## config.mk

```make
export PLATFORM = sky130hd
export DESIGN_NAME = cpu_fetch_queue
export DESIGN_NICKNAME = d
export VERILOG_FILES = /design/src/rtl/cpu_fetch_queue.sv
export SDC_FILE = /design/constraint.sdc
export NUM_CORES = 1
export LEC_CHECK = 0
export ABC_AREA = 1
export BUFFER_PORTS_ARGS = -buffer_cell sky130_fd_sc_hd__buf_2
export CAP_MARGIN = 5
export CORE_MARGIN = 5
export CORE_UTILIZATION = 40
export DETAILED_ROUTE_END_ITERATION = 8
export SYNTH_ARGS = -nofsm -noshare
export SYNTH_HDL_FRONTEND = slang
export SYNTH_SLANG_ARGS = --single-unit
```

## constraint.sdc

```tcl
create_clock -name clk -period 10.3 [get_ports clk]
set_clock_uncertainty 0.15 [all_clocks]
set_input_delay 0 -clock clk [delete_from_list [all_inputs] [get_ports clk]]
set_output_delay 0 -clock clk [all_outputs]
set_load 0.01 [all_outputs]
```

## src/rtl/cpu_fetch_queue.sv

```systemverilog
// cpu_fetch_queue
//   Instruction fetch front end. Issues one word fetch at a time to a
//   variable-latency instruction memory. Buffers the returned words in a
//   small circular FIFO and presents {pc+4, instruction} to decode under a
//   valid/ready handshake. A redirect flushes the FIFO and any fetch still
//   in flight, then restarts fetching at the new address.
//
// Ports
//   clk, reset           clock; synchronous active-high reset
//   mem_req/mem_addr     fetch request and word-aligned byte address
//   mem_ack/mem_rdata    memory response for the current request
//   redirect/redirect_pc jump taken and its target (low 2 bits ignored)
//   out_valid/out_ready  head-of-queue handshake toward decode
//   out_pc4/out_inst     head entry: instruction address + 4, instruction
//   count                number of queued entries, 0..DEPTH
module cpu_fetch_queue #(
    parameter int          DEPTH    = 4,
    parameter logic [31:0] RESET_PC = 32'h0000_0000
) (
    input  logic                     clk,
    input  logic                     reset,
    output logic                     mem_req,
    output logic [31:0]              mem_addr,
    input  logic                     mem_ack,
    input  logic [31:0]              mem_rdata,
    input  logic                     redirect,
    input  logic [31:0]              redirect_pc,
    output logic                     out_valid,
    input  logic                     out_ready,
    output logic [31:0]              out_pc4,
    output logic [31:0]              out_inst,
    output logic [$clog2(DEPTH):0]   count
);

    localparam int AW = $clog2(DEPTH);
    localparam logic [AW:0] FULL = (AW+1)'(DEPTH);

    localparam logic [1:0] S_IDLE = 2'd0;
    localparam logic [1:0] S_WAIT = 2'd1;
    localparam logic [1:0] S_DROP = 2'd2;

    logic [1:0]    state;
    logic [31:0]   fetch_pc;
    logic [31:0]   drop_addr;
    logic [AW-1:0] wr_ptr;
    logic [AW-1:0] rd_ptr;
    logic [31:0]   pc4_mem  [DEPTH];
    logic [31:0]   inst_mem [DEPTH];

    logic          push;
    logic          pop;
    logic [AW:0]   cnt_next;
    logic [31:0]   redirect_aligned;

    assign redirect_aligned = {redirect_pc[31:2], 2'b00};

    assign mem_req  = (state != S_IDLE);
    // An abandoned request must keep presenting its original address until
    // acked, while fetch_pc already holds the redirect target.
    assign mem_addr = (state == S_DROP) ? drop_addr : fetch_pc;

    assign out_valid = (count != '0);
    assign out_pc4   = pc4_mem[rd_ptr];
    assign out_inst  = inst_mem[rd_ptr];

    // Redirect voids both the push and the pop of its cycle.
    assign push     = (state == S_WAIT) && mem_ack && !redirect;
    assign pop      = out_valid && out_ready && !redirect;
    assign cnt_next = count + (AW+1)'(push) - (AW+1)'(pop);

    always_ff @(posedge clk) begin
        if (reset) begin
            state     <= S_IDLE;
            fetch_pc  <= RESET_PC;
            drop_addr <= RESET_PC;
            wr_ptr    <= '0;
            rd_ptr    <= '0;
            count     <= '0;
            for (int unsigned i = 0; i < DEPTH; i++) begin
                pc4_mem[i]  <= '0;
                inst_mem[i] <= '0;
            end
        end else begin
            if (push) begin
                pc4_mem[wr_ptr]  <= fetch_pc + 32'd4;
                inst_mem[wr_ptr] <= mem_rdata;
            end

            if (redirect) begin
                wr_ptr <= '0;
                rd_ptr <= '0;
                count  <= '0;
            end else begin
                if (push) wr_ptr <= wr_ptr + AW'(1);
                if (pop)  rd_ptr <= rd_ptr + AW'(1);
                count <= cnt_next;
            end

            case (state)
                S_IDLE: begin
                    if (redirect)
                        fetch_pc <= redirect_aligned;
                    else if (count < FULL)
                        state <= S_WAIT;
                end
                S_WAIT: begin
                    if (redirect) begin
                        fetch_pc <= redirect_aligned;
                        if (mem_ack) begin
                            state <= S_IDLE;
                        end else begin
                            drop_addr <= fetch_pc;
                            state     <= S_DROP;
                        end
                    end else if (mem_ack) begin
                        fetch_pc <= fetch_pc + 32'd4;
                        // Only keep requesting while the returned word is
                        // guaranteed a free slot.
                        state    <= (cnt_next < FULL) ? S_WAIT : S_IDLE;
                    end
                end
                S_DROP: begin
                    if (redirect)
                        fetch_pc <= redirect_aligned;
                    if (mem_ack)
                        state <= S_IDLE;
                end
                default: state <= S_IDLE;
            endcase
        end
    end

endmodule
```

After elaboration in Yosys (flattened, before gate mapping):

Memory sizes are Yosys's and may differ from the RTL's. A register that Yosys moved wholly into a read port is not among the register bits.
Index checks and enable logic that the tools add are counted.

* flip-flop bits (word level): 73
* word-level logic and storage cells: 67
* bits of input ports: 69
* output and inout bits: 101
* memories kept: 2
* memory bits (writable): 256

* bitwise logic cells: 1
* $add $sub $neg: 5
* eq/ne operators: 7
* muxes and demuxes: 28
* reduce and logical (&&, ||, !) cells: 16
* $lt $le $gt $ge: 2

Memories
* inst_mem: depth 4, bits a word 32, rd ports 1, clocked after Yosys merged registers in 1, write ports 4, line 48 `logic [31:0] inst_mem [DEPTH];`
* pc4_mem: depth 4, bits a word 32, rd ports 1, clocked after Yosys merged registers in 1, write ports 4, line 47 `logic [31:0] pc4_mem [DEPTH];`

Operator list (count)
* 2-to-1 mux 32 bit: 6
* one-hot mux 32 bit (2 select lines): 1
* OR reduction 32 bit: 2
* adder 32 x 3 -> 32 bit (second input constant): 1
* 2-to-1 mux 2 bit: 12
* 2-to-1 mux 1 bit: 8
* < comparator 3 bit (second input constant): 2
* != test 2 bit (second input constant): 3
* one-hot mux 2 bit (3 select lines): 1
* AND reduction 3 bit: 2
* adder 2 x 1 -> 2 bit (second input constant): 2
* logical AND 1 bit: 4
* AND reduction 4 bit: 1
* nonzero test 2 bit: 2
* OR reduction 2 bit: 2
* adder 3 x 1 -> 3 bit: 1
* != test 3 bit (second input constant): 1
* nonzero test 3 bit: 1
* subtractor 3 x 1 -> 3 bit: 1
* equality test 2 x 1 -> 1 bit (second input constant): 1
* equality test 2 bit (second input constant): 1
* logical NOT 2 bit: 1
* != test 2 x 1 -> 1 bit (second input constant): 1
* logical NOT 1 bit: 1
* inverter 1 bit: 1

Depth between registers and ports, before layout:

Gate-level depths: netlist of run 1.

* depth after elaboration: 10
* mapped depth: 12

Worst setup path before layout of run 1:

Ideal clock, no wire load.

* path type: flip-flop to flip-flop
* from: reg state[1]
* to: mem inst_mem[3][0], enable pin
* stages on the path, launching flop included: 6
* slack: 4499 ps
* arrival: 5083 ps
* required time: 9583 ps
* clock period less this slack: 5801 ps
* path through: dfxtp_1 nor2_2 nand2_2 nor2_1 inv_1 o21ai_0

RTL lines
* start: declaration: line 42 `logic [1:0] state;`
* start signal: assignment: line 119 `state <= (cnt_next < FULL) ? S_WAIT : S_IDLE;`
* end: declaration: line 48

==> impl_results.md, run 1 <==
* Port Buffers at 163
* Worst setup path category: reg -> reg
* CP Data Arrival Time at 3900 ps
* HPWL Detailed at 23.54 mm
* Root Buffer: clkbuf_16
* Die height at between 200 and 250 um
* CP endpoint kind: flop
* Final layout net count at roughly 1800
* Cell variety after synth at 29
* Max Freq at 255.5 MHz
* Avg WL per Cell at between 15 and 20 um
* Max-cap violations at 0
* Vias post-DR at between 10000 and 15000
* Initial antenna violation count at 0
* Synthesis-to-layout area growth at 20.45%
* Die width at 200.1 um
* Crit Path Max Fanout at 62
* Core Region at roughly 36000 um2
* Final min period at 3913 ps
* Clk_lat worst skew at 510 ps
* DIE AREA at 40040 um2
* GRT Overall Usage at approximately a fifth
* CTS tree: built
* Commonest non-fill, non-tap cell in the layout: nor2_1
* Diodes inserted at 0
* RD Place Congestion at 0.8736
* Synth Cell Area at between 10000 and 15000 um2
* Initial DRT Pass Iterations at 5
* Hold Slack at between 150 and 200 ps
* Hold Vio Cnt, Final at 0
* ANT nets after route at 0
* Htree depth at 2
* Register area share after synthesis at between 60% and 70%
* Vias in the first global route at between 10000 and 15000
* Number of I/O pins at 170
* Pwr/cell area at roughly 170 nW/um2
* Drt total wl at 40.29 mm
* Yosys warnings at 0
* Max Transition Viols Final at 0
* Grt total ovfl at 0
* Initial Util at about 41%
* Post-CTS setup buffers at 0
* Final setup fails at 0
* First-pass GRT wire length at 63.98 mm
* Site row count at 69
* CTS Buf Count at 37
* Post-route DRC at 0
* Fraction of layout cells with a size suffix above 1 at about 14%
* Headroom to the max-slew limit at approximately a quarter
* HP Class: in -> reg
* Final period util at 37.99%
* Max rail drop VDD at 0.1055 mV
* Type of origin of the critical path: flop
* Clock-pin slew on the worst setup and hold paths at 60 ps
* Clk buf depth at 3
* Most frequent cells in the layout: 351 x nor2_1, 248 x edfxtp_1, 216 x o21ai_0
* Post-Synthesis Cells at 1567
* Yosys reg bits at 319
* Status: finished, final reports clean
* Sink Count at 319
* Leakage at ~7.1 nW
* Setup TNS at 0 ps
* Syn_area_per_cell at 9.225 um2
* Pwr Total at roughly 3.0 mW
* Worst-margin pin slew at 1122 ps
* Largest net degree at the start of global routing at 99
* DR iter-0 viols at around 760
* # resized after CTS at 0
* Routed vias/inst at 5.196
* RSZ-0062 raised after global routing: no
* Worst Path Required at 10290 ps
worst paths after layout:
check,from,end,slack [ps],cells past startpoint
setup / recovery,state[0],inst_mem[1][14],6390,6
hold / removal,redirect_pc[26],fetch_pc[26],170,4
hold reg to reg,rd_ptr[1],flop,310,2
setup reg to reg,state[0],inst_mem[1][14],6390,6
state kept, by name, indices dropped and copies added, names as in the netlist, named ones only:
register,cells
state,2
drop_addr,30
pc4_mem,120
count,3
inst_mem,128
fetch_pc,30
rd_ptr,2
wr_ptr,2
routing by layer:
| metal | vias to the layer above | track usage [%] | part of all wire, % |
|---|---|---|---|
| met4 | 0 | 4.647 | 2.1 |
| met3 | 57 | 2.749 | 5.2 |
| met1 | 5598 | 27.83 | 46 |
| li1 | 5656 | - | - |
| met5 | - | 0 | 0 |
| met2 | 333 | 32.25 | 47 |
kinds of logic (layout without fill, tap and decap cells):
family / Yosys count / after routing / synth area share [%]
AND/OR/NAND/NOR: 615 / 615 / 17.06
AO/OA/AOI/OAI: 378 / 378 / 13.65
flip-flops: 319 / 319 / 61.35
buffers and inverters: 234 / 444 / 6.440
XOR/XNOR: 16 / 16 / 1.073
adder cells (fa/ha/maj): 4 / 4 / 0.3982
other: 1 / 4 / 0.02594
worst max-delay path: stages (launching register included):
cell,delay [ps]
dfxtp_1,370
nand2_1,70
inv_1,90
nand2_2,100
nor2_4,690
nand2_1,930
nand2_4,1090
final cells by class:
class / count / area, um2
multi-input combinational: 1017 / 4712
clock buffer: 50 / 984.7
tap: 461 / 576.8
timing repair buffer: 246 / 1612
fill: 3410 / 18240
inverter: 132 / 496.7
sequential: 319 / 8874
clock inverter: 16 / 156.4
power breakdown:
group	total, mW	switching, mW	internal (mW)	leakage (nW)
Sequential	1.48	0.0315	1.45	3.15
Combinational	0.253	0.167	0.0858	3.41
Clock	1.26	0.512	0.746	0.560
timing repair:
item / in CTS / in global routing
endpoints found under the hold margin: 172 / 0
endpoints found under the setup margin: 0 / 0
hold buffers: 69 / 0
through the flow:
stage | util [%] | cells | worst slack (ps) | instance area [um2]
after global routing | 48.83 | 2241 | 6059 | 17410
after CTS | 48.83 | 2241 | 6328 | 17410
after floorplan | - | 1570 | 4499 | 14470
after global placement | 43.70 | 2106 | 6394 | 15580
final | 48.83 | 2241 | 6387 | 17410
after detailed placement | 43.70 | 2106 | 6347 | 15580
synth_stat cells (all sizes together):
library cell	number	area, um2
nor2	364	1421
edfxtp	248	7447
o21ai	218	1091
nand2	185	709.4
inv	132	495.5
a21oi	95	475.5
clkbuf	74	277.8
dfxtp	71	1421
o22ai	63	394.1
nor3	38	190.2
buf	28	157.6
nand3	24	120.1
xor2	15	146.4
ha	3	37.54
a31oi	2	12.51
and2	2	12.51
and3	1	6.260
conb	1	3.750
fa	1	20.02
nand4	1	6.260
xnor2	1	8.760
Power figures use the tool's default switching activity.
==> run 2: changes to the inputs <==
clock period = 4.1 ns   (was 10.3 ns; I/O delays follow)
==> impl_results.md, run 2 (synthesis results as in run 1) <==
* Vias post-DR at 11630 (-0.15%)
* Worst setup path category: reg -> out
* Clk_lat worst skew at 510 ps (about the same)
* RD Place Congestion at 0.8693 (-0.49%)
* Type of origin of the critical path: flop
* Metal2 WL at 19.08 mm (+1.4%)
* CTS tree: built
* Sequential Area at 8874 um2 (unchanged)
* DR iter-0 viols at 836 (+10%)
* Crit Path Max Fanout at 56 (-9.7%)
* Max Freq at ~340 MHz
* Final layout net count at 1836 (+0.55%)
* Final setup fails at 0 (unchanged)
* CP Data Arrival Time at 2750 ps (-1150 ps)
* HP Class: in -> reg
* Largest reg by FF count: inst_mem
* Routed vias/inst at 5.169 (-0.51%)
* Initial DRT Pass Iterations at 6 (+1)
* Die height at 200.1 um (unchanged)
* # resized after CTS at 0 (unchanged)
* Synthesis-to-layout area growth at 21.29%
* Largest regs: inst_mem x128, pc4_mem x120
* CTS Buf Count at 35 (-5.4%)
* Max-cap violations at 0 (unchanged)
* Setup TNS at 0 ps (unchanged)
* Max rail drop VDD at 0.2506 mV (+140%)
* Avg WL per Cell at 17.77 um (-1.2%)
* HPWL Detailed at 24.47 mm (+4.0%)
* Drt total wl at 39.96 mm (-0.82%)
* ANT nets after route at 0 (unchanged)
* DR WL met3 at 2.538 mm (+20%)
* Root Buffer: clkbuf_16
* Largest net degree at the start of global routing at 73 (-26%)
* Headroom to the max-slew limit at 32.65% (+7.6 points)
* DP Area at 15680 um2 (+0.64%)
* Sink Count at 319 (unchanged)
* CP endpoint kind: output pin
* Largest register FFs at 128 (unchanged)
* Number of I/O pins at 170 (unchanged)
* Pwr Total at 7.528 mW (+150%)
* Worst Path Required at 3950 ps (-6340 ps)
* Pwr/cell area at 429.3 nW/um2 (+150%)
* Die width at 200.1 um (unchanged)
* Clock-pin slew on the worst setup and hold paths at 60 ps (about the same)
* GRT Overall Usage at 19.26% (-0.36 points)
* Port Buffers at 163 (unchanged)
* Leakage at 7.177 nW (+0.88%)
* Most frequent cells in the layout: 351 x nor2_1, 248 x edfxtp_1, 216 x o21ai_0
* RSZ-0062 raised after global routing: no
* Final period util at 70.78%
* Max Transition Viols Final at 0 (unchanged)
* Hold Slack at 176.4 ps (+3.021 ps)
* Post-route DRC at 0 (unchanged)
* Grt total ovfl at 0 (unchanged)
* Initial Util at 40.54% (unchanged)
* First-pass GRT wire length at 62.73 mm (-2.0%)
* Vias in the first global route at 11320 (-2.3%)
* Htree depth at 2 (unchanged)
* Worst-margin pin slew at 1010 ps (-111.3 ps)
* Worst slack, placed at 1475 ps (-4872 ps)
* M1 WL at 17.66 mm (-4.6%)
* Uppermost routed layer: met4
* Clk buf depth at 3 (unchanged)
* Diodes inserted at 0 (unchanged)
* Initial antenna violation count at 0 (unchanged)
* Site row count at 69 (unchanged)
* # fillers at 3367 (-1.3%)
* Hold Vio Cnt, Final at 0 (unchanged)
* Area occupied by multi-input gates at 4712 um2 (unchanged)
* Final worst slack at 1198 ps (-5188 ps)
* Fraction of layout cells with a size suffix above 1 at 14.93% (+0.44 points)
* Final min period at 2902 ps
* Final Cell Area at 17530 um2 (+0.70%)
* DIE AREA at 40040 um2 (unchanged)
* Commonest non-fill, non-tap cell in the layout: nor2_1
* Reg2Reg Launch Point: state[0]
* Core Region at 35660 um2 (unchanged)
* Status: finished, final reports clean
* Worst Hold Launch: redirect_pc[18]
## run 2: cell types whose count changed in the layout (fill, tap and decap cells not counted)
cell and change:
buf_4 +8, clkinv_1 -3, clkinv_2 -3, buf_12 +2
dlygate4sd3_1 +2, bufinv_16 +1, clkbuf_16 -1, clkbuf_4 +1
clkinv_8 +1, clkinvlp_4 +1, inv_6 -1
## run 2: cell type report
cell class	instances	area share [%]
sequential	319	50.61
multi-input combinational	1017	26.87
timing repair buffer	258	9.877
clock buffer	50	5.516
tap	461	3.290
inverter	132	2.833
clock inverter	12	0.9991
## run 2: final timing paths
check	to	slack, ps	cells after the start
hold / removal	fetch_pc[18]	180	4
setup reg to reg	inst_mem[1][16]	1520	8
hold reg to reg	drop_addr[4]	350	2
setup / recovery	out_pc4[16]	1200	5
## run 2: worst max-delay path, cell delays in order, from the launching register on
cell and delay [ps]:
dfxtp_4 720, clkinv_2 450, buf_4 430, o21ai_0 220
o22ai_1 190, buf_2 200
## run 2: power breakdown
part | total [mW] | internal, mW | leakage, nW | switching (mW)
Clock | 3.18 | 1.90 | 0.553 | 1.28
Combinational | 0.642 | 0.223 | 3.48 | 0.419
Sequential | 3.71 | 3.63 | 3.15 | 0.0784
Total | 7.53 | 5.76 | 7.18 | 1.77
## run 2: timing repair
| action | CTS | global route |
|---|---|---|
| buffers inserted | 0 | 0 |
| hold buffers | 71 | 0 |
| endpoints found under the hold margin | 196 | 0 |
## run 2: metal layers
layer / vias to the layer above / global-route usage, %
li1: 5663 / -
met1: 5586 / 26.61
met2: 326 / 32.40
met3: 51 / 3.266
met4: 0 / 3.885
met5: - / 0
## run 2: stage by stage
stage                     std cells  util (%)
after global placement         2116     43.98
after detailed placement       2116     43.98
final                          2249     49.17
after global routing           2249     49.17
after CTS                      2249     49.17
after floorplan                1570         -
==> run 3: changes to the inputs <==
ABC_AREA = 0   (was 1)
clock period = 2.94 ns   (was 4.1 ns; I/O delays follow)
==> impl_results.md, run 3 <==
* Sequential Area at 8874 um2 (unchanged)
* Drt total wl at 40.73 mm (+1.9%)
* Largest net degree at the start of global routing at 63 (-14%)
* Pwr/cell area at 557.7 nW/um2 (+30%)
* CP Data Arrival Time at 2980 ps (+230 ps)
* DIE AREA at 41080 um2 (+2.6%)
* Max rail drop VDD at 0.3733 mV (+49%)
* Final worst slack at 203.4 ps (-994.8 ps)
* GRT Overall Usage at 19.51% (+0.25 points)
* Syn_area_per_cell at 12.01 um2 (+30%)
* Crit Path Max Fanout at 3 (-95%)
* CP endpoint kind: flop
* Compound-Gate Fraction of Synth Area at 7.852% (-5.8 points)
* Worst setup path category: reg -> reg
* CTS tree: built
* First-pass GRT wire length at 63.68 mm (+1.5%)
* Clk buf depth at 3 (unchanged)
* Max Transition Viols Final at 0 (unchanged)
* Worst setup endpoint: state[0]
* Synth top area share at 50.15% (-1.4 points)
* Worst slack, placed at 169.1 ps (-1306 ps)
* Largest reg by FF count: inst_mem
* RD Place Congestion at 0.8199 (-5.7%)
* Simple-gate share of the synthesized area at 15.21% (-1.9 points)
* Htree depth at 2 (unchanged)
* Layout Utilization at 49.71% (+0.54 points)
* Largest family of logic cells by synthesized area: simple AND/OR/NAND/NOR gates
* Vias in the first global route at 10890 (-3.8%)
* Mux cell area share after synthesis at 11.45% (+11 points)
* Final period util at 93.08%
* Setup TNS at 0 ps (unchanged)
* Initial DRT Pass Iterations at 5 (-1)
* Yosys reg bits at 319 (unchanged)
* Critical path startpoint: count[0]
* Cell variety after synth at 65 (+120%)
* Top FF cell, synth: edfxtp_1
* Synth Cell Area at 14850 um2 (+2.7%)
* Fraction of layout cells with a size suffix above 1 at 25.08% (+10 points)
* Grt total ovfl at 0 (unchanged)
* Initial antenna violation count at 0 (unchanged)
* Avg WL per Cell at 20.82 um (+17%)
* Final setup fails at 0 (unchanged)
* Root Buffer: clkbuf_16
* Vias post-DR at 10630 (-8.5%)
* Most frequent cells in the layout: 248 x edfxtp_1, 163 x buf_2, 136 x nor2_1
* Hold Vio Cnt, Final at 0 (unchanged)
* Commonest cells in the synthesized netlist: 248 x edfxtp_1, 138 x nor2_1, 127 x nand2_1
* # placed instances at 1815 (-14%)
* Largest register FFs at 128 (unchanged)
* Post-route DRC at 0 (unchanged)
* Post-Synthesis Cells at 1237 (-21%)
* Sink Count at 319 (unchanged)
* Post-synth EDFFs at 248 (unchanged)
* Final min period at roughly 2700 ps
* Fraction of registers with async set or reset after synthesis at 0% (unchanged)
* Max Freq at between 300 and 400 MHz
* Post-CTS setup buffers at 0 (unchanged)
* Headroom to the max-slew limit at 54.07% (+21 points)
* Register area share after synthesis at 59.72% (-1.6 points)
* Worst-margin pin slew at 683.1 ps (-327.2 ps)
* Leakage at 6.764 nW (-5.7%)
* Worst R2R Path Depth at 10 (+2)
* Routed vias/inst at 5.436 (+5.2%)
* Area occupied by multi-input gates at 5405 um2 (+15%)
* Initial Util at 40.56% (about the same)
* Yosys warnings at 0 (unchanged)
* Clock-pin slew on the worst setup and hold paths at 60 ps (about the same)
* Finished Layout Cells at 1956 (-13%)
* Die height at 202.7 um (+1.3%)
* Number of I/O pins at 170 (unchanged)
* Worst Hold Launch: redirect_pc[3]
* DR iter-0 viols at 781 (-6.6%)
* Commonest non-fill, non-tap cell in the layout: edfxtp_1
* Max-cap violations at 0 (unchanged)
* Area leader, netlist: edfxtp_1
* Adder-cell area share of the yosys netlist at 0.3876% (-0.011 points)
* Site row count at 70 (+1.4%)
* # resized after CTS at 0 (unchanged)
* # fillers at 3328 (-1.2%)
* Reg2Reg Launch Point: count[0]
* Core Region at 36610 um2 (+2.7%)
* Most common cell in the synthesized netlist: edfxtp_1
* RSZ-0062 raised after global routing: no
* Worst Path Required at 3190 ps (-760 ps)
* Type of origin of the critical path: flop
* Area contributors post-synth: edfxtp_1 50%, dfxtp_1 9.6%, mux4_2 9.4%
* ANT nets after route at 0 (unchanged)
* Clk_lat worst skew at 510 ps (about the same)
* HPWL Detailed at 26.18 mm (+7.0%)
* Port Buffers at 163 (unchanged)
* Reg2reg setup slack at 200 ps (-1320 ps)
* HP Class: in -> reg
* FF-to-FF End: state[0]
* Synth Area in XOR/XNOR at 1.121% (+0.047 points)
* Final layout net count at 1532 (-17%)
* Largest regs: inst_mem x128, pc4_mem x120
* Die width at 202.7 um (+1.3%)
* CTS Buf Count at 36 (+2.9%)
* Status: finished, final reports clean
* Synthesis-to-layout area growth at 22.55%
-- run 3: layout make-up --
type	instances	share of cell area, %
repair buffers	288	11.28
flip-flops and latches	319	48.76
well taps	468	3.218
diodes	1	0.01375
clock buffers	46	5.273
multi-input cells	769	29.70
clock inverters	20	0.8319
inverters	45	0.9282
-- run 3: worst min path at each step --
| stage | to | slack, ps | cells after the start |
|---|---|---|---|
| 5_1_grt | inst_mem[2][14] | 170 | 3 |
| 4_1_cts | fetch_pc[3] | 150 | 4 |
| 2_1_floorplan | state[0] | -40 | 1 |
| 3_5_place_dp | fetch_pc[3] | 150 | 3 |
| 3_3_place_gp | inst_mem[2][17] | 140 | 2 |
| 6_report | fetch_pc[3] | 170 | 4 |
-- run 3: what timing repair did --
action	in CTS	in global routing
endpoints found under the hold margin	170	0
setup endpoints to repair	0	0
hold buffers	74	0
-- run 3: cells by family (layout without fill, tap and decap cells) --
| kind of cell | after synthesis | in the layout |
|---|---|---|
| buffers and inverters | 152 | 399 |
| other | 1 | 5 |
| multiplexers | 89 | 89 |
| XOR/XNOR | 19 | 19 |
| AO/OA/AOI/OAI | 197 | 197 |
| adder cells (fa/ha/maj) | 4 | 4 |
| AND/OR/NAND/NOR | 456 | 456 |
| flip-flops | 319 | 319 |
-- run 3: power by group --
| part | switching (mW) | total (mW) | internal (mW) |
|---|---|---|---|
| registers | 0.106 | 5.12 | 5.01 |
| logic | 0.431 | 0.764 | 0.333 |
| clock network | 1.78 | 4.27 | 2.49 |
| total | 2.31 | 10.1 | 7.84 |
-- run 3: critical path, cell delays in order, from the launching register on --
cell,delay (ps)
dfxtp_1,320
or3_1,400
and3b_1,200
ha_1,270
inv_1,40
ha_1,180
fa_1,370
xor2_1,170
nand2_1,90
o21ai_0,70
a2111oi_0,360
-- run 3: routing by layer --
layer  wire (um)  vias up  global-route usage (%)
met2       19870      354                   32.82
met5           0        -                       0
li1            -     5011                       -
met1       18040     5228                   27.12
met4         601        0                   4.316
met3        2223       40                   2.891
-- run 3: per-stage QoR --
step                instance area (um2)  total power [mW]  hold slack (ps)
floorplan                         14880             5.564           -35.23
global placement                  16340             5.890            143.7
detailed placement                16340             5.901            145.8
CTS                               18200             10.24            151.7
global route                      18200             10.52            173.1
finish                            18200             10.15            174.7
